<file path="src/rtl/mdu_ctrl.sv">
// Multiply/divide unit controller: owns HI/LO, runs a multi-cycle multiply or a
// radix-2 restoring divide, and stalls the pipeline until the result is written.
module mdu_ctrl #(
    parameter int MUL_CYCLES = 2
) (
    input  logic        clk,
    input  logic        rst,
    input  logic        flush_i,
    input  logic        stall_i,
    input  logic [3:0]  mduop_i,
    input  logic [31:0] opr1_i,
    input  logic [31:0] opr2_i,
    output logic        stallreq_o,
    output logic [31:0] hi_o,
    output logic [31:0] lo_o,
    output logic [31:0] mf_o
);

    localparam logic [3:0] OP_MULT  = 4'd1;
    localparam logic [3:0] OP_MULTU = 4'd2;
    localparam logic [3:0] OP_DIV   = 4'd3;
    localparam logic [3:0] OP_DIVU  = 4'd4;
    localparam logic [3:0] OP_MTHI  = 4'd5;
    localparam logic [3:0] OP_MTLO  = 4'd6;
    localparam logic [3:0] OP_MFHI  = 4'd7;
    localparam logic [3:0] OP_MFLO  = 4'd8;
    localparam logic [5:0] CNT_MUL  = 6'(MUL_CYCLES - 1);

    typedef enum logic [1:0] {S_IDLE, S_MUL, S_DIV, S_DONE} state_t;

    state_t      state, state_nx;
    logic [5:0]  cnt, cnt_nx;
    logic [31:0] opa, opa_nx, opb, opb_nx, rem, rem_nx;
    logic        mul_sgn, mul_sgn_nx, neg_q, neg_q_nx, neg_r, neg_r_nx;
    logic        hi_we, lo_we;
    logic [31:0] hi_d, lo_d;

    // Multiply datapath: sign/zero-extend to 64 bits, low 64 bits of the product.
    logic [63:0] mul_a, mul_b, prod;
    assign mul_a = mul_sgn ? {{32{opa[31]}}, opa} : {32'b0, opa};
    assign mul_b = mul_sgn ? {{32{opb[31]}}, opb} : {32'b0, opb};
    assign prod  = mul_a * mul_b;

    // One restoring-divide step; opa shifts the dividend out and the quotient in.
    logic [32:0] rem_sh, diff;
    logic        q_bit;
    logic [31:0] rem_step, quo_step, q_fix, r_fix;
    assign rem_sh   = {rem, opa[31]};
    assign diff     = rem_sh - {1'b0, opb};
    assign q_bit    = ~diff[32];
    assign rem_step = q_bit ? diff[31:0] : rem_sh[31:0];
    assign quo_step = {opa[30:0], q_bit};
    assign q_fix    = neg_q ? -quo_step : quo_step;
    assign r_fix    = neg_r ? -rem_step : rem_step;

    logic        div_sgn;
    assign div_sgn = (mduop_i == OP_DIV);

    always_comb begin
        state_nx   = state;
        cnt_nx     = cnt;
        opa_nx     = opa;
        opb_nx     = opb;
        rem_nx     = rem;
        mul_sgn_nx = mul_sgn;
        neg_q_nx   = neg_q;
        neg_r_nx   = neg_r;
        stallreq_o = 1'b0;
        hi_we      = 1'b0;
        lo_we      = 1'b0;
        hi_d       = 32'b0;
        lo_d       = 32'b0;
        if (flush_i) begin
            state_nx = S_IDLE;
        end else begin
            case (state)
                S_IDLE: begin
                    case (mduop_i)
                        OP_MULT, OP_MULTU: begin
                            stallreq_o = 1'b1;
                            opa_nx     = opr1_i;
                            opb_nx     = opr2_i;
                            mul_sgn_nx = (mduop_i == OP_MULT);
                            cnt_nx     = CNT_MUL;
                            state_nx   = S_MUL;
                        end
                        OP_DIV, OP_DIVU: begin
                            if (opr2_i != 32'b0) begin
                                stallreq_o = 1'b1;
                                opa_nx     = (div_sgn && opr1_i[31]) ? -opr1_i : opr1_i;
                                opb_nx     = (div_sgn && opr2_i[31]) ? -opr2_i : opr2_i;
                                neg_q_nx   = div_sgn && (opr1_i[31] ^ opr2_i[31]);
                                neg_r_nx   = div_sgn && opr1_i[31];
                                rem_nx     = 32'b0;
                                cnt_nx     = 6'd0;
                                state_nx   = S_DIV;
                            end
                        end
                        OP_MTHI: begin
                            hi_we = 1'b1;
                            hi_d  = opr1_i;
                        end
                        OP_MTLO: begin
                            lo_we = 1'b1;
                            lo_d  = opr1_i;
                        end
                        default: ;
                    endcase
                end
                S_MUL: begin
                    stallreq_o = 1'b1;
                    cnt_nx     = cnt - 6'd1;
                    if (cnt == 6'd0) begin
                        hi_we    = 1'b1;
                        lo_we    = 1'b1;
                        hi_d     = prod[63:32];
                        lo_d     = prod[31:0];
                        cnt_nx   = 6'd0;
                        state_nx = S_DONE;
                    end
                end
                S_DIV: begin
                    stallreq_o = 1'b1;
                    opa_nx     = quo_step;
                    rem_nx     = rem_step;
                    cnt_nx     = cnt + 6'd1;
                    if (cnt == 6'd31) begin
                        hi_we    = 1'b1;
                        lo_we    = 1'b1;
                        hi_d     = r_fix;
                        lo_d     = q_fix;
                        cnt_nx   = 6'd0;
                        state_nx = S_DONE;
                    end
                end
                // The finished instruction is still in execute; wait for it to move on.
                S_DONE: begin
                    if (!stall_i) state_nx = S_IDLE;
                end
                default: state_nx = S_IDLE;
            endcase
        end
        if (rst) stallreq_o = 1'b0;
    end

    always_ff @(posedge clk) begin
        if (rst) begin
            state   <= S_IDLE;
            cnt     <= 6'd0;
            opa     <= 32'b0;
            opb     <= 32'b0;
            rem     <= 32'b0;
            mul_sgn <= 1'b0;
            neg_q   <= 1'b0;
            neg_r   <= 1'b0;
            hi_o    <= 32'b0;
            lo_o    <= 32'b0;
        end else begin
            state   <= state_nx;
            cnt     <= cnt_nx;
            opa     <= opa_nx;
            opb     <= opb_nx;
            rem     <= rem_nx;
            mul_sgn <= mul_sgn_nx;
            neg_q   <= neg_q_nx;
            neg_r   <= neg_r_nx;
            if (hi_we) hi_o <= hi_d;
            if (lo_we) lo_o <= lo_d;
        end
    end

    assign mf_o = (mduop_i == OP_MFHI) ? hi_o :
                  (mduop_i == OP_MFLO) ? lo_o : 32'b0;

endmodule
</file>
<file path="config.mk">
export PLATFORM = sky130hd
export DESIGN_NAME = mdu_ctrl
export DESIGN_NICKNAME = d
export VERILOG_FILES = /design/src/rtl/mdu_ctrl.sv
export SDC_FILE = /design/constraint.sdc
export NUM_CORES = 2
export LEC_CHECK = 0
export BUFFER_PORTS_ARGS = -buffer_cell sky130_fd_sc_hd__buf_2
export CAP_MARGIN = 15
export CORE_MARGIN = 2
export CORE_UTILIZATION = 26
export DETAILED_ROUTE_END_ITERATION = 8
export RECOVER_POWER = 50
export SETUP_SLACK_MARGIN = 0.5
export SLEW_MARGIN = 10
export SYNTH_ARGS = -nofsm -noshare
export SYNTH_HDL_FRONTEND = slang
export SYNTH_SLANG_ARGS = --single-unit
export TNS_END_PERCENT = 20
</file>
<file path="constraint.sdc">
create_clock -name clk -period 13 [get_ports clk]
set_input_delay 0 -clock clk [delete_from_list [all_inputs] [get_ports clk]]
set_output_delay 0 -clock clk [all_outputs]
set_load 0.02 [all_outputs]
</file>
==> impl_metrics.ini <==
[clocking]
cts_buffers = 17
worstSkewPairLatency_ns = 0.51
ctsLongestPathBuffers = 2
hold_buffers = 54
ctsResizeCount = 0
clk_pin_slew_ns = 0.08
cts_setup_buffers = 0
h-tree-depth = 4
cts.sinks = 171
ctsRootBufferMaster = clkbuf_16
cts_tree = built

[route]
dr.pass1.iters = 6
wl_per_cell_um = 21.3
viasPerCell = 4.84
dr.first_iter.drc_count = 3993
drt-total-wl_mm = 212
drc = 0
vias = 48100
antenna_left = 0

[global_routing]
antenna_found_initial = 20
grt_use_total_pct = 18.0
overflow = 0
grt_pass1_vias = 50800
grt_pass1_wl_mm = 323
grt_max_degree = 70

[finish]
nets = 8723
area_growth_pct = 8.46
drive_gt1_share_pct = 4.01
final_cell_mix = inv_1 (1598), fa_1 (1420), nand2_1 (751)
mostFrequentLayoutCell = inv_1

[synth]
synthesis.area_mm2 = 0.0608
ys_ff_latch = 171
yosysWarnings = 0
synth_edf_count = 0
syn_avg_cell_area_um2 = 8.79
syn_nets = 8759
synth_cell_type_count = 84
ys.flop_type = dfxtp_1
async_flop_share_pct = 0
synth_seq_area_share_pct = 5.63
netlist_instances = 6914

[timing]
max_freq_ghz = 0.0895
period_minus_slack_ns = 11.18
slew_headroom_pct = -127
setup_viol = 0
fin_crit_sh_pct = 86.0
fin_tns_setup_ns = 0
rsz0062_at_grt = no
tightest_slew_ns = 3.40
clock_skew_ns = 0.0183
hold_viol = 0
slew_violations = 159

[floorplan]
core_area_mm2 = 0.233
die-height_um = 488
fp.dieW_um = 488
die_area_mm2 = 0.238
placement_rows = 177
io_pins = 169
initial_core_util_pct = 26.1

[status]
failed_checks = max-capacitance violations, max-slew violations
status = complete, but fails checks

[power]
p_per_area_mw_per_mm2 = 40.3
power.total_mw = 2.65
irDropWorstVdd_v = 0.000100
p_leak_nw = 31.9

[worst_setup_path]
cp_top_family = adder cells
crit_top_cell = fa_1
slowest_stage = and2_1
max_stage_delay_ns = 0.92
crit_arrival_ns = 11.44
critPathMaxFanout = 24
cp-end-kind = register
critPathRequiredTime_ns = 13.26
cp-start-kind = register
r2r_start = opa[31]$_SDFFE_PP0P_
critical_path_class = reg2reg
critPathBufInv = 6
cp-startpoint = opa[31]$_SDFFE_PP0P_

[worst_hold_path]
hp-class = in2reg
worstHoldStart = opr1_i[26]

[run]
drv_cap = 4

[placement]
portBuffers = 168
gp_congestion = 0.966
hpwl_mm = 174
[tightest hold or removal path: stages]
cell	delay (ns)
buf_2	0.15
xnor2_1	0.13
nand2_1	0.05
o211ai_1	0.08
a21oi_1	0.07
[Yosys cell counts (41+ instances only)]
| cell type | count | share of area (%) |
|---|---|---|
| a211oi_1 | 73 | 0.90 |
| a21o_1 | 53 | 0.65 |
| a21oi_1 | 215 | 1.8 |
| and2_1 | 540 | 5.6 |
| buf_1 | 41 | 0.25 |
| clkbuf_1 | 340 | 2.1 |
| dfxtp_1 | 171 | 5.6 |
| fa_1 | 1420 | 47 |
| ha_1 | 353 | 7.3 |
| inv_1 | 1598 | 9.9 |
| nand2_1 | 752 | 4.6 |
| nor2_1 | 298 | 1.8 |
| nor3_1 | 80 | 0.66 |
| o21ai_0 | 134 | 1.1 |
| o31ai_1 | 47 | 0.58 |
| xnor2_1 | 171 | 2.5 |
| xor2_1 | 82 | 1.2 |
[report_power, final]
part	switching (mW)	internal [mW]
clock network	0.301	0.281
logic	1.01	0.444
registers	0.0695	0.552
total	1.38	1.28
[routing by layer]
metal	global-route usage [%]	part of all wire, %	up-vias	routed length (µm)
li1	-	-	20800	-
met1	23.4	41	24900	86200
met2	29.9	47	1945	101000
met3	3.02	7.5	388	15900
met4	6.90	4.5	4	9490
met5	0	0.013	-	27
[final timing paths]
check,slack [ns],cells past startpoint,to
max,1.82,29,hi_o[26]$_SDFFE_PP0P_
min,0.03,5,opa[26]$_SDFFE_PP0P_
max reg2reg,1.82,29,hi_o[26]$_SDFFE_PP0P_
min reg2reg,0.48,2,opa[8]$_SDFFE_PP0P_
[state kept, by name (all words and copies together), names as in the netlist]
register and cells:
lo_o 32, neg_r 1, neg_q 1, opa 32, opb 32, rem 32, hi_o 32, state 2
mul_sgn 1, cnt 6
[area by class of cell]
class                           instances  area [µm²]
Inverter                             1599        6000
Timing Repair Buffer                  335        2130
Clock buffer                           18         439
Antenna cell                            4        10.0
Tap cell                             3043        3810
Clock inverter                         14         174
Sequential cell                       171        3440
Fill cell                           24900      167000
Multi-Input combinational cell       4754       49900
[cell families (layout without fill, tap and decap cells)]
group                    after synthesis  in the layout  share of synthesized area [%]
AO/OA/AOI/OAI                        803            803                           8.82
XOR/XNOR                             253            253                           3.64
adder cells (fa/ha/maj)             1776           1776                           54.1
buffers and inverters               1989           1966                           12.3
flip-flops                           171            171                           5.63
multiplexers                          26             26                          0.432
other                                  0              4                              0
AND/OR/NAND/NOR                     1896           1896                           15.1
[stage by stage]
step | util, % | hold slack [ns] | area [µm²] | cells | setup slack, ns
floorplan | - | 0.0763 | 60800 | 6914 | 3.69
global route | 28.4 | 0.0261 | 65900 | 9934 | 1.27
finish | 28.4 | 0.0314 | 65900 | 9938 | 1.82
CTS | 28.4 | 0.000256 | 66100 | 9933 | 1.99
global placement | 27.9 | 0.311 | 64900 | 9847 | 2.24
detailed placement | 27.9 | 0.320 | 64900 | 9847 | 2.04
(Power assumes the default switching activity.)
